### src/rtl/upd1771c_cmd_tx_if.sv
// Host command / chip PA-port bundle for the uPD1771C command transmitter.
// slave = transmitter side, master = host/chip side that drives the inputs.
interface upd1771c_cmd_tx_if #(
    parameter int FIFO_DEPTH = 4
);
    localparam int LW = $clog2(FIFO_DEPTH) + 1;

    logic          CKEN;
    logic          PHI2P;
    logic [7:0]    WR_DATA;
    logic          WR_VALID;
    logic          WR_READY;
    logic [7:0]    PA_O;
    logic          PA_OE;
    logic          WRB;
    logic          ACK_I;
    logic          BUSY;
    logic          TIMEOUT;
    logic          TO_CLR;
    logic [LW-1:0] LEVEL;

    modport slave (
        input  CKEN, PHI2P, WR_DATA, WR_VALID, ACK_I, TO_CLR,
        output WR_READY, PA_O, PA_OE, WRB, BUSY, TIMEOUT, LEVEL
    );

    modport master (
        output CKEN, PHI2P, WR_DATA, WR_VALID, ACK_I, TO_CLR,
        input  WR_READY, PA_O, PA_OE, WRB, BUSY, TIMEOUT, LEVEL
    );
endinterface

### src/rtl/upd1771c_cmd_tx.sv
// Buffers host command bytes and strobes them onto the uPD1771C PA port, PHI2-aligned.
// WRB falls on the first CKEN&PHI2P after a pop; WR_READY drops only when the FIFO is full.
module upd1771c_cmd_tx #(
    parameter int FIFO_DEPTH  = 4,
    parameter int HOLD_CYC    = 8,
    parameter int GAP_CYC     = 72,
    parameter int ACK_TIMEOUT = 1024
) (
    input  logic CLK,
    input  logic RESB,
    upd1771c_cmd_tx_if.slave bus
);
    localparam int AW   = $clog2(FIFO_DEPTH);
    localparam int LW   = AW + 1;
    localparam int MAX1 = (GAP_CYC > ACK_TIMEOUT) ? GAP_CYC : ACK_TIMEOUT;
    localparam int MAXC = (MAX1 > HOLD_CYC) ? MAX1 : HOLD_CYC;
    localparam int CW   = $clog2(MAXC + 1);

    typedef enum logic [2:0] {
        S_IDLE, S_ALIGN, S_DRIVE, S_ACKW, S_GAP
    } state_t;

    state_t        state;
    logic [CW-1:0] cnt;
    logic [7:0]    shreg;
    logic [7:0]    pa_q;
    logic          oe_q;
    logic          wrb_q;
    logic          timeout_q;

    logic [7:0]    mem [FIFO_DEPTH];
    logic [AW-1:0] wr_ptr;
    logic [AW-1:0] rd_ptr;
    logic [LW-1:0] count;

    logic push;
    logic pop;
    logic to_set;

    assign bus.WR_READY = (count != LW'(FIFO_DEPTH));
    assign push   = bus.WR_VALID & bus.WR_READY;
    // The head leaves the FIFO on the same edge the FSM leaves IDLE.
    assign pop    = bus.CKEN & (state == S_IDLE) & (count != '0);
    assign to_set = bus.CKEN & (state == S_ACKW) & ~bus.ACK_I
                  & (cnt == CW'(ACK_TIMEOUT - 1));

    always_ff @(posedge CLK) begin
        if (push) begin
            mem[wr_ptr] <= bus.WR_DATA;
        end
    end

    always_ff @(posedge CLK or negedge RESB) begin
        if (!RESB) begin
            wr_ptr <= '0;
            rd_ptr <= '0;
            count  <= '0;
        end else begin
            if (push) wr_ptr <= wr_ptr + 1'b1;
            if (pop)  rd_ptr <= rd_ptr + 1'b1;
            case ({push, pop})
                2'b10:   count <= count + 1'b1;
                2'b01:   count <= count - 1'b1;
                default: count <= count;
            endcase
        end
    end

    always_ff @(posedge CLK or negedge RESB) begin
        if (!RESB) begin
            state     <= S_IDLE;
            cnt       <= '0;
            shreg     <= 8'h00;
            pa_q      <= 8'h00;
            oe_q      <= 1'b0;
            wrb_q     <= 1'b1;
            timeout_q <= 1'b0;
        end else begin
            // A same-cycle clear wins over a new timeout.
            if (bus.TO_CLR) begin
                timeout_q <= 1'b0;
            end else if (to_set) begin
                timeout_q <= 1'b1;
            end

            if (bus.CKEN) begin
                case (state)
                    S_IDLE: begin
                        if (count != '0) begin
                            shreg <= mem[rd_ptr];
                            state <= S_ALIGN;
                        end
                    end
                    S_ALIGN: begin
                        if (bus.PHI2P) begin
                            pa_q  <= shreg;
                            oe_q  <= 1'b1;
                            wrb_q <= 1'b0;
                            cnt   <= CW'(HOLD_CYC - 1);
                            state <= S_DRIVE;
                        end
                    end
                    S_DRIVE: begin
                        if (cnt == '0) begin
                            wrb_q <= 1'b1;
                            state <= S_ACKW;
                        end else begin
                            cnt <= cnt - 1'b1;
                        end
                    end
                    S_ACKW: begin
                        if (bus.ACK_I || (cnt == CW'(ACK_TIMEOUT - 1))) begin
                            oe_q  <= 1'b0;
                            cnt   <= CW'(GAP_CYC - 1);
                            state <= S_GAP;
                        end else begin
                            cnt <= cnt + 1'b1;
                        end
                    end
                    S_GAP: begin
                        if (cnt == '0) begin
                            state <= S_IDLE;
                        end else begin
                            cnt <= cnt - 1'b1;
                        end
                    end
                    default: state <= S_IDLE;
                endcase
            end
        end
    end

    assign bus.PA_O    = pa_q;
    assign bus.PA_OE   = oe_q;
    assign bus.WRB     = wrb_q;
    assign bus.TIMEOUT = timeout_q;
    assign bus.LEVEL   = count;
    assign bus.BUSY    = (state != S_IDLE) | (count != '0);
endmodule

### src/flat_wrapper.sv
// flat-port wrapper written by rule: the top's interface ports become plain ports
module upd1771c_cmd_tx_flat 
#(
    parameter int FIFO_DEPTH  = 4,
    parameter int HOLD_CYC    = 8,
    parameter int GAP_CYC     = 72,
    parameter int ACK_TIMEOUT = 1024
)
  (CLK, RESB, bus_CKEN, bus_PHI2P, bus_WR_DATA, bus_WR_VALID, bus_ACK_I, bus_TO_CLR, bus_WR_READY, bus_PA_O, bus_PA_OE, bus_WRB, bus_BUSY, bus_TIMEOUT, bus_LEVEL);
  upd1771c_cmd_tx_if #(.FIFO_DEPTH(FIFO_DEPTH)) bus_i ();
  input  logic CLK;
  input  logic RESB;
  input wire logic [$bits(bus_i.CKEN)-1:0] bus_CKEN;
  input wire logic [$bits(bus_i.PHI2P)-1:0] bus_PHI2P;
  input wire logic [$bits(bus_i.WR_DATA)-1:0] bus_WR_DATA;
  input wire logic [$bits(bus_i.WR_VALID)-1:0] bus_WR_VALID;
  input wire logic [$bits(bus_i.ACK_I)-1:0] bus_ACK_I;
  input wire logic [$bits(bus_i.TO_CLR)-1:0] bus_TO_CLR;
  output wire logic [$bits(bus_i.WR_READY)-1:0] bus_WR_READY;
  output wire logic [$bits(bus_i.PA_O)-1:0] bus_PA_O;
  output wire logic [$bits(bus_i.PA_OE)-1:0] bus_PA_OE;
  output wire logic [$bits(bus_i.WRB)-1:0] bus_WRB;
  output wire logic [$bits(bus_i.BUSY)-1:0] bus_BUSY;
  output wire logic [$bits(bus_i.TIMEOUT)-1:0] bus_TIMEOUT;
  output wire logic [$bits(bus_i.LEVEL)-1:0] bus_LEVEL;
  assign bus_i.CKEN = bus_CKEN;
  assign bus_i.PHI2P = bus_PHI2P;
  assign bus_i.WR_DATA = bus_WR_DATA;
  assign bus_i.WR_VALID = bus_WR_VALID;
  assign bus_i.ACK_I = bus_ACK_I;
  assign bus_i.TO_CLR = bus_TO_CLR;
  assign bus_WR_READY = bus_i.WR_READY;
  assign bus_PA_O = bus_i.PA_O;
  assign bus_PA_OE = bus_i.PA_OE;
  assign bus_WRB = bus_i.WRB;
  assign bus_BUSY = bus_i.BUSY;
  assign bus_TIMEOUT = bus_i.TIMEOUT;
  assign bus_LEVEL = bus_i.LEVEL;
  upd1771c_cmd_tx #(.FIFO_DEPTH(FIFO_DEPTH), .HOLD_CYC(HOLD_CYC), .GAP_CYC(GAP_CYC), .ACK_TIMEOUT(ACK_TIMEOUT)) u_core (.CLK(CLK), .RESB(RESB), .bus(bus_i));
endmodule
### config.mk
export PLATFORM = sky130hd
export DESIGN_NAME = upd1771c_cmd_tx_flat
export DESIGN_NICKNAME = d
export VERILOG_FILES = /design/src/rtl/upd1771c_cmd_tx_if.sv /design/src/rtl/upd1771c_cmd_tx.sv /design/src/flat_wrapper.sv
export SDC_FILE = /design/constraint.sdc
export NUM_CORES = 1
export LEC_CHECK = 0
export BUFFER_PORTS_ARGS = -buffer_cell sky130_fd_sc_hd__buf_2
export CAP_MARGIN = 10
export CELL_PAD_IN_SITES_DETAIL_PLACEMENT = 1
export CELL_PAD_IN_SITES_GLOBAL_PLACEMENT = 1
export CORE_MARGIN = 5
export CORE_UTILIZATION = 35
export DETAILED_ROUTE_END_ITERATION = 8
export GPL_ROUTABILITY_DRIVEN = 0
export HOLD_SLACK_MARGIN = 0.15
export PLACE_DENSITY = 0.66
export SETUP_SLACK_MARGIN = 0.2
export SYNTH_ARGS = -nofsm -noshare
export SYNTH_HDL_FRONTEND = slang
export SYNTH_SLANG_ARGS = --single-unit
### constraint.sdc
create_clock -name CLK -period 2.52 [get_ports CLK]
set_clock_uncertainty 0.2 [all_clocks]
set_input_delay 0.504 -clock CLK [delete_from_list [all_inputs] [get_ports CLK]]
set_output_delay 0.504 -clock CLK [all_outputs]
set_load 0.05 [all_outputs]
==> impl_metrics.env, run 1 <==
export IMPL_endpoint_kind="output port"
export IMPL_rr_worst_depth=10
export IMPL_h_tree_depth=3
export IMPL_synthTopCellsByArea="dfrtp_1 (28%), edfxtp_1 (28%), mux2_2 (5.2%), mux4_2 (5.2%), ha_1 (2.5%)"
export IMPL_mostFrequentLayoutCells="dfrtp_1 (33), edfxtp_1 (32), buf_2 (29), buf_4 (17), mux2_2 (16)"
export IMPL_fmax_mhz=440
export IMPL_critPathLaunchType="register"
export IMPL_portBuffers=30
export IMPL_peakVddDrop_mv=0.523
export IMPL_insertion_delay_ns=0.34
export IMPL_pre_cts_slack_ns=0.263
export IMPL_cts_buffers=9
export IMPL_outcome="finished clean"
export IMPL_layout_nets=338
export IMPL_min_to="u_core.mem[2][0]"
export IMPL_use_met2_pct=24.6
export IMPL_core_area_um2=9730
export IMPL_rows=36
export IMPL_drtAntennaViolNets=0
export IMPL_drtIter0Drc=74
export IMPL_cts_root_buf="clkbuf_8"
export IMPL_cellPowerDensity_nw_per_um2=1250
export IMPL_grt_busiest_layer="met2"
export IMPL_synth_top_area_share_pct=28.2
export IMPL_dieArea_um2=12000
export IMPL_hp_class="in -> reg"
export IMPL_cts_tree="built"
export IMPL_vias=2267
export IMPL_setup_ws_ns=0.248
export IMPL_crit_type="reg -> out"
export IMPL_fillCellCount=1041
export IMPL_drt_pass1_iterations=4
export IMPL_cp_startpoint="u_core.bus.LEVEL[2]"
export IMPL_seq_area_um2=1970
export IMPL_fin_crit_ns=2.27
export IMPL_path_clk_slew_ns=0.09
export IMPL_final_common_cell="dfrtp_1"
export IMPL_synth_edf_count=32
export IMPL_grt_pass1_vias=2506
export IMPL_syn_nets=290
export IMPL_slew_headroom_pct=64.7
export IMPL_crit_required_ns=1.82
export IMPL_die_x_um=110
export IMPL_async_flop_share_pct=55.6
export IMPL_ys_types=62
export IMPL_tightest_slew_ns=0.530
export IMPL_start_util_pct=35.6
export IMPL_hold_depth=1
export IMPL_rsz0062_at_grt="true"
export IMPL_fin_crit_sh_pct=90.1
export IMPL_drv_cap=0
export IMPL_clock_sinks=72
export IMPL_rrSetupSlack_ns=0.30
export IMPL_yosys_register_bits=72
export IMPL_multi_input_area_um2=1420
export IMPL_drive_above_1_share_pct=35.3
export IMPL_grt_pass1_wl_mm=12.8
export IMPL_power_uw=5190
export IMPL_antenna_found_initial=0
export IMPL_drv_slew=0
export IMPL_r2r_end="u_core.bus.LEVEL[2]"
export IMPL_met1_usage_pct=16.9
export IMPL_finalSetupViolCount=0
export IMPL_synth_flop_cell="dfrtp_1"
export IMPL_avgSynthCellArea_um2=13.0
export IMPL_clk_path_buf_depth=2
export IMPL_io_pins=31
export IMPL_wl_mm=7.51
export IMPL_n_antenna_cell=0
export IMPL_min_delay_start="bus_WR_DATA[0]"
export IMPL_synthCells=267
export IMPL_use_met3_pct=3.29
export IMPL_overflow=0
export IMPL_p_leak_uw=0.00166
export IMPL_synth_warnings=0
export IMPL_arrival_ns=1.57
export IMPL_hold_viol=0
export IMPL_yosysTopAreaCell="dfrtp_1"
export IMPL_via_per_inst=5.00
export IMPL_setup_tns_ns=0
export IMPL_syn_to_final_growth_pct=19.5
export IMPL_post_dp_hpwl_mm=5.52
export IMPL_final_core_util_pct=42.6
export IMPL_drc=0
export IMPL_syn_area_um2=3470
export IMPL_grt_max_degree=41
export IMPL_grt_usage_pct=14.0
export IMPL_worstReg2RegStart="u_core.bus.LEVEL[0]"
export IMPL_worstPathMaxFanout=2
export IMPL_yosysSeqAreaShare_pct=56.6
export IMPL_die_y_um=110
export IMPL_wire_per_inst_um=16.6
-- flip-flops by register name (all words and copies together) (netlist names) --
signal / flops
u_core.wr_ptr: 2
u_core.rd_ptr: 2
u_core.bus.TIMEOUT: 1
u_core.bus.PA_OE: 1
u_core.shreg: 8
u_core.cnt: 11
u_core.bus.LEVEL: 3
u_core.state: 3
u_core.mem: 32
u_core.bus.WRB: 1
u_core.bus.PA_O: 8
-- cell usage after synthesis (2+ instances only) --
cell type  count
nand2_1       14
xnor2_1        7
o31ai_2        2
o21ai_0       10
mux2i_1        3
nor4_1         3
buf_2          9
nand2b_1       3
nor3_1         7
nand4_1        2
and3_1         7
a21oi_1        5
clkbuf_1       4
mux4_2         8
o32ai_1        2
a31oi_1        3
mux2_2        16
dfrtp_1       39
xor2_1         4
nor2_1        15
o21ai_1        3
mux2_1         2
ha_1           7
inv_1         13
nand3_1        6
a22oi_1        2
a22o_1         5
edfxtp_1      32
-- kinds of logic (layout without fill, tap and decap cells) --
family	count (synthesis)	count (layout)	synth area share, %
buffers and inverters	27	80	3.25
AO/OA/AOI/OAI	46	46	9.53
multiplexers	29	29	11.9
AND/OR/NAND/NOR	74	74	12.8
adder cells (fa/ha/maj)	8	8	3.10
XOR/XNOR	11	11	2.78
flip-flops	72	72	56.6
-- routing by layer --
layer	vias to the layer above	share of wire (%)
met1	1140	45
met3	5	2.5
met5	-	0
met4	0	0.91
met2	26	52
li1	1096	-
-- how the worst max path moves through the flow --
stage                               end  slack (ns)
floorplan           u_core.bus.LEVEL[2]        0.02
global placement        u_core.state[0]        0.32
detailed placement      u_core.state[0]        0.26
CTS                            bus_BUSY        0.21
global route                   bus_BUSY        0.15
finish                         bus_BUSY        0.25
-- layout make-up --
cell class              instances  share of cell area (%)
clock inverters                 7                    2.11
flip-flops and latches         72                    47.6
multi-input cells             168                    34.3
inverters                      13                    1.18
repair buffers                 51                    7.82
well taps                     133                    4.02
clock buffers                   9                    2.99
-- metrics by stage --
step	std cells	hold slack (ns)	area (µm²)
after global placement	430	0.268	3850
after CTS	452	0.150	4130
final	453	0.174	4140
after floorplan	267	0.00841	3490
after detailed placement	430	0.275	3850
after global routing	453	0.151	4140
-- worst max-delay path, stage by stage (launching register included) --
cell and delay, ns:
dfrtp_2 0.41, or3_4 0.41, nor4_4 0.17, inv_1 0.08, buf_6 0.16
-- repair_timing --
action / CTS / global route
hold endpoints to repair: 45 / 0
hold buffers: 4 / 0
endpoints found under the setup margin: 1 / 5
gates resized for setup: 3 / 4
buffers inserted: 2 / 1
-- power breakdown --
group	internal, µW	total (µW)	switching (µW)
Clock	476	965	489
Sequential	1630	1950	323
Combinational	950	2270	1320
Total	3060	5190	2130
No activity file was read; power rests on OpenSTA's default activity.
==> run 2, diff against run 1 <==
Settings changed: CELL_PAD_IN_SITES_DETAIL_PLACEMENT 1 to 0, PLACE_DENSITY 0.66 to 0.63.
Clock period 2.52 ns to 2.8 ns, I/O delays scaled along.
==> impl_metrics.env, run 2 (synthesized netlist as in run 1, its figures left out) <==
export IMPL_fin_crit_sh_pct=90.1
export IMPL_insertion_delay_ns=0.35
export IMPL_top_register="u_core.mem"
export IMPL_h_tree_depth=3
export IMPL_grt_pass1_wl_mm=11.9
export IMPL_drtAntennaViolNets=0
export IMPL_dieArea_um2=12000
export IMPL_critPathLaunchType="register"
export IMPL_fmax_mhz=396
export IMPL_cts_root_buf="clkbuf_8"
export IMPL_finalSetupViolCount=0
export IMPL_path_delay_family="simple AND/OR/NAND/NOR gates"
export IMPL_crit_cells=4
export IMPL_io_pins=31
export IMPL_hold_viol=0
export IMPL_syn_to_final_growth_pct=15.8
export IMPL_outcome="finished clean"
export IMPL_layout_nets=326
export IMPL_hp_class="in -> reg"
export IMPL_rr_worst_depth=9
export IMPL_path_clk_slew_ns=0.09
export IMPL_crit_buf_inv=2
export IMPL_seq_area_um2=1970
export IMPL_grt_pass1_vias=2287
export IMPL_wire_per_inst_um=16.3
export IMPL_crit_required_ns=2.04
export IMPL_drive_above_1_share_pct=31.2
export IMPL_largest_register_ffs=32
export IMPL_arrival_ns=1.76
export IMPL_portBuffers=30
export IMPL_cp_slowest_cell="dfrtp_2"
export IMPL_overflow=0
export IMPL_p_leak_uw=0.00160
export IMPL_wl_mm=7.18
export IMPL_dpl_cell_area_um2=3780
export IMPL_max_stage_delay_ns=0.43
export IMPL_rows=36
export IMPL_clock_sinks=72
export IMPL_n_antenna_cell=0
export IMPL_final_common_cell="dfrtp_1"
export IMPL_fin_crit_ns=2.52
export IMPL_postLayoutCellArea_um2=4010
export IMPL_grt_max_degree=23
export IMPL_rsz0062_at_grt="false"
export IMPL_peakVddDrop_mv=0.381
export IMPL_via_per_inst=5.10
export IMPL_rrSetupSlack_ns=0.50
export IMPL_start_util_pct=35.6
export IMPL_core_area_um2=9730
export IMPL_die_x_um=110
export IMPL_endpoint_kind="output port"
export IMPL_fillCellCount=967
export IMPL_drtIter0Drc=72
export IMPL_setup_tns_ns=0
export IMPL_mostFrequentLayoutCells="dfrtp_1 (36), edfxtp_1 (32), buf_2 (30), mux2_2 (16), nor2_1 (15)"
export IMPL_slew_headroom_pct=58.3
export IMPL_reg_top3="u_core.mem: 32 flops, u_core.cnt: 11 flops"
export IMPL_crit_type="reg -> out"
export IMPL_hold_depth=1
export IMPL_antenna_found_initial=0
export IMPL_drt_pass1_iterations=4
export IMPL_cellPowerDensity_nw_per_um2=1110
export IMPL_clk_path_buf_depth=2
export IMPL_multi_input_area_um2=1420
export IMPL_drc=0
export IMPL_drv_cap=0
export IMPL_cts_tree="built"
export IMPL_tightest_slew_ns=0.608
export IMPL_grt_usage_pct=13.0
export IMPL_worstPathMaxFanout=4
export IMPL_cts_buffers=9
export IMPL_die_y_um=110
export IMPL_vias=2247
export IMPL_drv_slew=0
export IMPL_post_dp_hpwl_mm=5.09
export IMPL_crit_chain="or3_4 -> nor4_4 -> inv_1 -> buf_2"
[run 2: changes by cell type in the layout (fill, tap and decap cells not counted), sizes merged]
cell	delta
dlygate4sd3	-2
clkinvlp	-2
bufinv	-1
inv	+3
buf	-10
[run 2: area by class of cell]
class	instances	share of cell area (%)
sequential	72	49.0
multi-input combinational	168	35.3
timing repair buffer	39	5.55
tap	133	4.15
clock buffer	9	3.09
clock inverter	7	1.71
inverter	13	1.22
[run 2: per-stage QoR]
| step | setup WS [ns] | instances | util (%) | power (µW) | hold slack [ns] |
|---|---|---|---|---|---|
| 4_1_cts | 0.220 | 440 | 41.1 | 4530 | 0.198 |
| 3_3_place_gp | 0.511 | 422 | 38.9 | 3670 | 0.269 |
| 3_5_place_dp | 0.482 | 422 | 38.9 | 3680 | 0.272 |
| 5_1_grt | 0.202 | 441 | 41.3 | 4790 | 0.200 |
| 2_1_floorplan | 0.277 | 267 | - | 3220 | 0.0644 |
| 6_report | 0.278 | 441 | 41.3 | 4460 | 0.214 |
[run 2: per-layer routing]
layer	part of all wire [%]	vias up	wire length (µm)	global-route usage, %
met2	52	32	3750	22.4
met4	1.4	0	97	4.54
met1	44	1136	3130	16.3
li1	-	1071	-	-
met5	0	-	0	0
met3	2.7	8	195	2.82
[run 2: report_power, final]
group,switching [µW],internal [µW]
combinational,1070,758
sequential,359,1460
clock,463,351
[run 2: path summary, 6_finish.rpt]
| check | startpoint | end |
|---|---|---|
| min in group asynchronous | RESB | u_core.cnt[0] |
| max in group asynchronous | RESB | u_core.bus.PA_O[0] |
| hold / removal | bus_WR_DATA[6] | u_core.mem[1][6] |
| setup reg to reg | u_core.state[1] | u_core.bus.LEVEL[2] |
| hold reg to reg | u_core.shreg[7] | u_core.shreg[7] |
| setup / recovery | u_core.bus.LEVEL[0] | bus_BUSY |
[run 2: repair_timing]
| item | 4_1_cts | 5_1_grt |
|---|---|---|
| hold endpoints to repair | 18 | 0 |
| pin swaps | 0 | 1 |
| endpoints found under the setup margin | 1 | 1 |
| hold buffers | 2 | 0 |
| setup buffers | 0 | 1 |
| resized for setup | 1 | 1 |
